**config.mk**
```make
export PLATFORM = sky130hd
export DESIGN_NAME = gcd_feeder
export DESIGN_NICKNAME = d
export VERILOG_FILES = /design/src/rtl/gcd_feeder.sv
export SDC_FILE = /design/constraint.sdc
export NUM_CORES = 1
export LEC_CHECK = 0
export CAP_MARGIN = 20
export CORE_UTILIZATION = 53
export DETAILED_ROUTE_END_ITERATION = 8
export HOLD_SLACK_MARGIN = 0.03
export PLACE_DENSITY_LB_ADDON = 0.08
export SLEW_MARGIN = 20
export SYNTH_ARGS = -nofsm -noshare
export SYNTH_HDL_FRONTEND = slang
export SYNTH_SLANG_ARGS = --single-unit
```
**constraint.sdc**
```tcl
create_clock -name clk -period 7.3 [get_ports clk]
set_clock_uncertainty 0.1 [all_clocks]
set_input_delay 1.46 -clock clk [delete_from_list [all_inputs] [get_ports clk]]
set_output_delay 1.46 -clock clk [all_outputs]
set_load 0.01 [all_outputs]
```
**src/rtl/gcd_feeder.sv**
```systemverilog
// Operand FIFO and sequencer in front of the gcd core. Zero operands skip the core, and a watchdog aborts a core that never finishes.
// States: IDLE pop head | ISSUE start pulse | ARM skip stale done | WAIT await done/watchdog | OUT present result
module gcd_feeder #(
  parameter int W       = 32,
  parameter int DEPTH   = 4,
  parameter int TIMEOUT = 1024
) (
  input  logic         clk,
  input  logic         reset_n,
  input  logic         in_valid,
  output logic         in_ready,
  input  logic [W-1:0] in_a,
  input  logic [W-1:0] in_b,
  output logic         out_valid,
  input  logic         out_ready,
  output logic [W-1:0] out_result,
  output logic         out_err,
  output logic         start,
  output logic [W-1:0] a_in,
  output logic [W-1:0] b_in,
  input  logic         done,
  input  logic [W-1:0] result,
  output logic         busy
);

  localparam int AW  = $clog2(DEPTH);
  localparam int CW  = AW + 1;
  localparam int WDW = $clog2(TIMEOUT + 1);

  typedef enum logic [2:0] {S_IDLE, S_ISSUE, S_ARM, S_WAIT, S_OUT} state_t;

  logic [W-1:0]   mem_a_q [DEPTH];
  logic [W-1:0]   mem_b_q [DEPTH];
  logic [AW-1:0]  wr_ptr_q, wr_ptr_d;
  logic [AW-1:0]  rd_ptr_q, rd_ptr_d;
  logic [CW-1:0]  count_q, count_d;
  state_t         state_q, state_d;
  logic           start_q, start_d;
  logic [W-1:0]   a_q, a_d;
  logic [W-1:0]   b_q, b_d;
  logic           out_valid_q, out_valid_d;
  logic           out_err_q, out_err_d;
  logic [W-1:0]   out_result_q, out_result_d;
  logic [WDW-1:0] wd_q, wd_d;
  logic           push, pop;
  logic [W-1:0]   head_a, head_b;

  assign in_ready   = (count_q != CW'(DEPTH));
  assign push       = in_valid && in_ready;
  assign head_a     = mem_a_q[rd_ptr_q];
  assign head_b     = mem_b_q[rd_ptr_q];
  assign out_valid  = out_valid_q;
  assign out_err    = out_err_q;
  assign out_result = out_result_q;
  assign start      = start_q;
  assign a_in       = a_q;
  assign b_in       = b_q;
  assign busy       = (count_q != '0) || (state_q != S_IDLE);

  always_comb begin
    state_d      = state_q;
    start_d      = start_q;
    a_d          = a_q;
    b_d          = b_q;
    out_valid_d  = out_valid_q;
    out_err_d    = out_err_q;
    out_result_d = out_result_q;
    wd_d         = wd_q;
    pop          = 1'b0;
    case (state_q)
      S_IDLE: begin
        if (count_q != '0) begin
          pop = 1'b1;
          if (head_a == '0 || head_b == '0) begin
            out_result_d = head_a | head_b;
            out_err_d    = 1'b0;
            out_valid_d  = 1'b1;
            state_d      = S_OUT;
          end else begin
            a_d     = head_a;
            b_d     = head_b;
            start_d = 1'b1;
            state_d = S_ISSUE;
          end
        end
      end
      S_ISSUE: begin
        start_d = 1'b0;
        state_d = S_ARM;
      end
      // done may still be high from the previous operation here
      S_ARM: state_d = S_WAIT;
      S_WAIT: begin
        if (done) begin
          out_result_d = result;
          out_err_d    = 1'b0;
          out_valid_d  = 1'b1;
          wd_d         = '0;
          state_d      = S_OUT;
        end else if (wd_q == WDW'(TIMEOUT - 1)) begin
          out_result_d = '0;
          out_err_d    = 1'b1;
          out_valid_d  = 1'b1;
          wd_d         = '0;
          state_d      = S_OUT;
        end else begin
          wd_d = wd_q + WDW'(1);
        end
      end
      S_OUT: begin
        if (out_ready) begin
          out_valid_d = 1'b0;
          state_d     = S_IDLE;
        end
      end
      default: state_d = S_IDLE;
    endcase
  end

  always_comb begin
    wr_ptr_d = push ? wr_ptr_q + AW'(1) : wr_ptr_q;
    rd_ptr_d = pop  ? rd_ptr_q + AW'(1) : rd_ptr_q;
    count_d  = count_q;
    if (push && !pop)      count_d = count_q + CW'(1);
    else if (pop && !push) count_d = count_q - CW'(1);
  end

  always_ff @(posedge clk) begin
    if (push) begin
      mem_a_q[wr_ptr_q] <= in_a;
      mem_b_q[wr_ptr_q] <= in_b;
    end
  end

  always_ff @(posedge clk) begin
    if (!reset_n) begin
      wr_ptr_q     <= '0;
      rd_ptr_q     <= '0;
      count_q      <= '0;
      state_q      <= S_IDLE;
      start_q      <= 1'b0;
      a_q          <= '0;
      b_q          <= '0;
      out_valid_q  <= 1'b0;
      out_err_q    <= 1'b0;
      out_result_q <= '0;
      wd_q         <= '0;
    end else begin
      wr_ptr_q     <= wr_ptr_d;
      rd_ptr_q     <= rd_ptr_d;
      count_q      <= count_d;
      state_q      <= state_d;
      start_q      <= start_d;
      a_q          <= a_d;
      b_q          <= b_d;
      out_valid_q  <= out_valid_d;
      out_err_q    <= out_err_d;
      out_result_q <= out_result_d;
      wd_q         <= wd_d;
    end
  end

endmodule

```
# --- Word level (Yosys, flattened, before mapping) ---
# Memories as Yosys holds them, arrays and structs flattened. A register that Yosys moved wholly into a read port is not among the register bits.
# Index checks and enable logic that the tools add are counted.
word_totals:
  ff_bits: 120
  latchBits: 0
  mem_bits_rw: 256
  romBits: 0
  output_inout_bits: 101
  wordCells: 88
  n_memories: 2
classes:
  addsub: 5
  mul: 0
  div: 0
  order_cmp: 0
  eq_ne: 11
  shift: 0
  mux: 36
  bitwise: 2
  reduce_logical: 21
mem_list:
  columns: ["memory", "words", "word_bits", "rd", "rd_clocked_by_memory_dff", "write_ports", "line", "source"]
  rows:
  - ["mem_a_q", 4, 32, 1, 1, 1, "32", "logic [W-1:0] mem_a_q [DEPTH];"]
  - ["mem_b_q", 4, 32, 1, 1, 1, "33", "logic [W-1:0] mem_b_q [DEPTH];"]
op_table:
  columns: ["operator", "count"]
  rows:
  - ["two-way mux 32 bit", 4]
  - ["logical NOT 32 bit", 2]
  - ["one-hot mux 32 bit (2 select lines)", 1]
  - ["bitwise OR 32 bit", 1]
  - ["two-way mux 11 bit", 2]
  - ["two-way mux 3 bit", 7]
  - ["one-hot mux 3 bit (5 select lines)", 1]
  - ["two-way mux 1 bit", 14]
  - ["adder 11 x 1 -> 11 bit, second input constant", 1]
  - ["== test 11 x 10 -> 1 bit, second input constant", 1]
  - ["AND reduction 3 bit", 3]
  - ["nonzero test 3 bit", 3]
  - ["two-way mux 2 bit", 4]
  - ["inequality test 2 bit, second input constant", 4]
  - ["== test 3 x 2 -> 1 bit, second input constant", 2]
  - ["inequality test 3 bit, second input constant", 2]
  - ["nonzero test 2 bit", 3]
  - ["AND reduction 5 bit", 1]
  - ["adder 2 x 1 -> 2 bit, second input constant", 2]
  - ["one-hot mux 1 bit (2 select lines)", 2]
  - ["AND reduction 4 bit", 1]
  - ["adder 3 x 1 -> 3 bit, second input constant", 1]
  - ["== test 3 x 1 -> 1 bit, second input constant", 1]
  - ["== test 3 bit, second input constant", 1]
  - ["other kinds (7)", 11]

# --- Longest topological paths before layout ---
depth:
  ltp_word: 6
  depth_mapped: 12

# --- Least setup slack after synthesis ---
# OpenSTA, ideal clock, no wires.
synth_path:
  path_type: "in2reg"
  startpoint: "input in_valid"
  endpoint: "memory mem_a_q[3][0] (enable)"
  setup_ns: 0.429
  t_arrival_ns: 3.015
  required_time_ns: 6.771
  setup_slack_ns: 3.756
  cell_stages: 1
  cell_sequence: "and3_1"
synth_via:
  elab_chain_cells: 3
synth_lines:
  columns: ["element", "line", "source"]
  rows:
  - ["start: declaration", "10", "input logic in_valid,"]
  - ["logical AND 1 bit", "49", "assign push = in_valid && in_ready;"]
  - ["two-way mux 1 bit", "129", "if (push) begin"]
  - ["two-way mux 1 bit (not written as such)", "130", "mem_a_q[wr_ptr_q] <= in_a;"]
  - ["end: declaration", "32", null]
# No other way between the ends.

==> impl_results.md <==
* Outcome: finished, final reports clean
* Final-layout fill cell count at between 2000 and 2500
* Slowest-stage cell, CP: dfxtp_4
* Total congestion overflow at 0
* Routed vias at approximately 10000
* Final min period at between 4 and 5 ns
* Quantity of gates resized following cts at 0
* Leakage power of the design at just over 6 nW
* Weighted congestion reported at the end of routability-driven placement at between 0.8 and 0.9
* Initial Utilization at 0.539
* Fin util at 0.667
* TNS Setup at 0 ns
* Largest net degree at the start of global routing at between 70 and 80
* Slew at the pin with the worst max-slew slack at 1.10 ns
* Vias in the first global route at between 9000 and 10000
* Number of buffers created by CTS at 39
* Worst-case hold path end point: out_result[24]
* Number of setup buffers added after CTS at 0
* Path class of the lowest-slack min-delay path: reg2reg
* Post-synthesis net count at 1167
* Data arrival time of the worst path at ~4.7 ns
* Pre-antenna DRT Iters at 6
* Max-slew headroom at 0.268
* Largest voltage drop on the vdd net at ~0.27 mV
* Cell types occupying the most area after synthesis: edfxtp_1, dfxtp_1, mux4_2
* Count of input and output buffers at between 200 and 250
* Wire length of the first global-routing pass at 59300 µm
* Leading post-synthesis cells by instance count: edfxtp_1, dfxtp_1, a21oi_1
* Mean area per synthesized cell at 14.2 µm²
* Number of buffers between clock root and the deepest sink at 3
* Area of the mapped netlist at between 15000 and 20000 µm²
* Largest stage delay on the critical path at between 0.9 and 1 ns
* ANT nets after route at 0
* Type of destination of the critical path: register
* Top flip-flop cell by instance count after synthesis: edfxtp_1
* Final max-slew violation count at 0
* DIE AREA at ~29000 µm²
* Drt first-iter violations at about 1500
* Cell depth of the worst flop-to-flop path at 8
* Post-synthesis instance total at ~1100
* WP buf/inv at 2
* Worst setup path class: reg2reg
* Number of maximum-capacitance constraint violations at 0
* Leading area contributor after synthesis: edfxtp_1
* Synth unique cells at 47
* Count of final setup violators at 0
* Clock-pin slew on the worst setup and hold paths at ~0.060 ns
* Cell type with the highest occurrence count on the critical path: buf_4
* Proportion of layout cells with a drive suffix above 1 at 0.127
* List of cells traversed by the critical path: buf_4, mux4_2, nor4_1, nand4_1, o22a_2, buf_4, o32ai_1, nor3_1
* Initial antenna violation count at 1
* TritonCTS clock tree: yes
* Horizontal extent of the die at approximately 170 µm
* Total of warnings raised by yosys at 0
* Maximum fanout along the worst path at 45
* Average wire length per cell after detail routing at between 20 and 25 µm
* Number of synthesized register bits at ~380
* Most repeated cell in the gate-level netlist after synthesis: edfxtp_1
* Async set-or-reset flop fraction in the synthesized netlist at 0
* Vias per cell at just over 6
* Worst-skew pair later-pin latency at around 0.53 ns
* Number of enable flip-flop cells after synthesis at roughly 260
* Crit Reg-Reg Endpoint: out_result[0]
* Final Routed Wirelength at around 40000 µm
* Cell family with most CP delay: flip-flops
* Maximum clock rate at about 0.23 GHz
* Total number of H-tree levels at 2
* Hold path startpoint: out_result[24]
* DRC violations left at 0
* Worst EP required at 7.56 ns
* Detailed placer's ending HPWL at between 20000 and 30000 µm
* WHS Path Cells at 2
* Die Y-Extent at about 170 µm
* Net count of the finished layout at around 1300
* FF-to-FF setup slack at approximately 2.9 ns
* Post-synthesis to final-layout area growth at 23.8%
* Launching element type of the critical path: register
* Hold buffers post-CTS at 0
* Count of pins on the block boundary at between 200 and 250
* Total Routing Usage GR at 0.276
* Num rows at approximately 60
* Setup repair after global routing missed its margin: no
* Cell chosen for the clock root: clkbuf_16
* Cell Pwr Density at ~380 nW/µm²
* Core box area at between 20000 and 30000 µm²
* Sequential-to-total area share from yosys stat at 0.674
* Sinks on Clock Net at about 380
* Area share of the leading cell type in the synthesized netlist at 0.512
* Ratio of final minimum period to clock period at 0.606
* Number of hold violations in the final report at 0
## cell type report
cell class	instances	area (µm²)	share of cell area
repair buffers	219	2150	0.116
clock buffers	53	1050	0.0565
multi-input cells	585	4490	0.241
diodes	1	2.50	0.000135
inverters	10	38.8	0.00209
clock inverters	19	258	0.0139
flip-flops and latches	378	10100	0.545
well taps	378	473	0.0254
## sequential cells by signal, indices dropped and copies added, names as in the netlist, 3 cells and up, named ones only
| name | flops |
|---|---|
| b_in | 32 |
| a_in | 32 |
| count_q | 3 |
| mem_a_q | 128 |
| wd_q | 11 |
| mem_b_q | 128 |
| out_result | 32 |
| state_q | 3 |
## cell families after synthesis
family          synth area share
flops                      0.674
simple gates              0.0833
compound gates            0.0908
mux                        0.113
buf+inv                   0.0295
fa+ha+maj                0.00633
xor+xnor                 0.00292
## how the worst max path moves through the flow
stage,cells past startpoint,endpoint,startpoint
after floorplan,1,mem_a_q[3][0],in_valid
after global placement,8,out_result[11],done
after detailed placement,8,out_result[31],register
after CTS,8,out_result[31],register
after global routing,8,out_result[7],register
final,8,out_result[0],register
## worst reg2reg max path: cells and delay by family, from the launching register on
kind	cells	cell delay [ns]
muxes	1	0.62
DFF	1	0.96
AOI/OAI and AO/OA	2	0.95
buffers and inverters	2	0.96
and+or+nand+nor	3	0.67
## where the power goes
group / total (mW) / internal (mW) / switching, mW / leakage [nW]
logic: 2.14 / 0.949 / 1.19 / 2.20
registers: 2.93 / 2.65 / 0.277 / 3.34
clock network: 2.02 / 1.23 / 0.792 / 0.634
total: 7.09 / 4.83 / 2.26 / 6.17
## stage by stage
step	worst slack, ns	area (µm²)	cells	total power, mW	hold slack (ns)
2_1_floorplan	3.76	15000	1059	4.09	0.337
3_3_place_gp	2.93	17300	1570	5.06	0.345
3_5_place_dp	2.86	17300	1570	5.08	0.350
4_1_cts	2.84	18600	1642	7.09	0.358
5_1_grt	2.54	18600	1643	7.36	0.380
6_report	2.88	18600	1643	7.09	0.355
## placed cells by master, fill, tap and decap left out, types with 7 or more instances in the layout
| master | n |
|---|---|
| edfxtp_1 | 256 |
| clkdlybuf4s50_1 | 201 |
| dfxtp_1 | 120 |
| a21oi_1 | 105 |
| nand3_1 | 67 |
| mux4_2 | 64 |
| o21ai_0 | 54 |
| o21ai_1 | 41 |
| nand2_1 | 40 |
| clkbuf_16 | 40 |
| nor3_1 | 36 |
| or3_1 | 26 |
| mux2i_1 | 25 |
| nor2_1 | 24 |
| buf_4 | 18 |
| nor4_1 | 16 |
| clkbuf_1 | 13 |
| a221oi_1 | 9 |
| or2_2 | 9 |
| o41a_1 | 9 |
| o32ai_1 | 9 |
| inv_1 | 8 |
| clkinv_2 | 7 |
## metal layers
layer,global-route usage,routed length [µm],up-vias
li1,-,-,4485
met4,0.0740,867,0
met3,0.0509,3640,71
met1,0.399,16500,5004
met5,0,0,-
met2,0.434,18900,583
No activity file was read; power rests on OpenSTA's default activity.
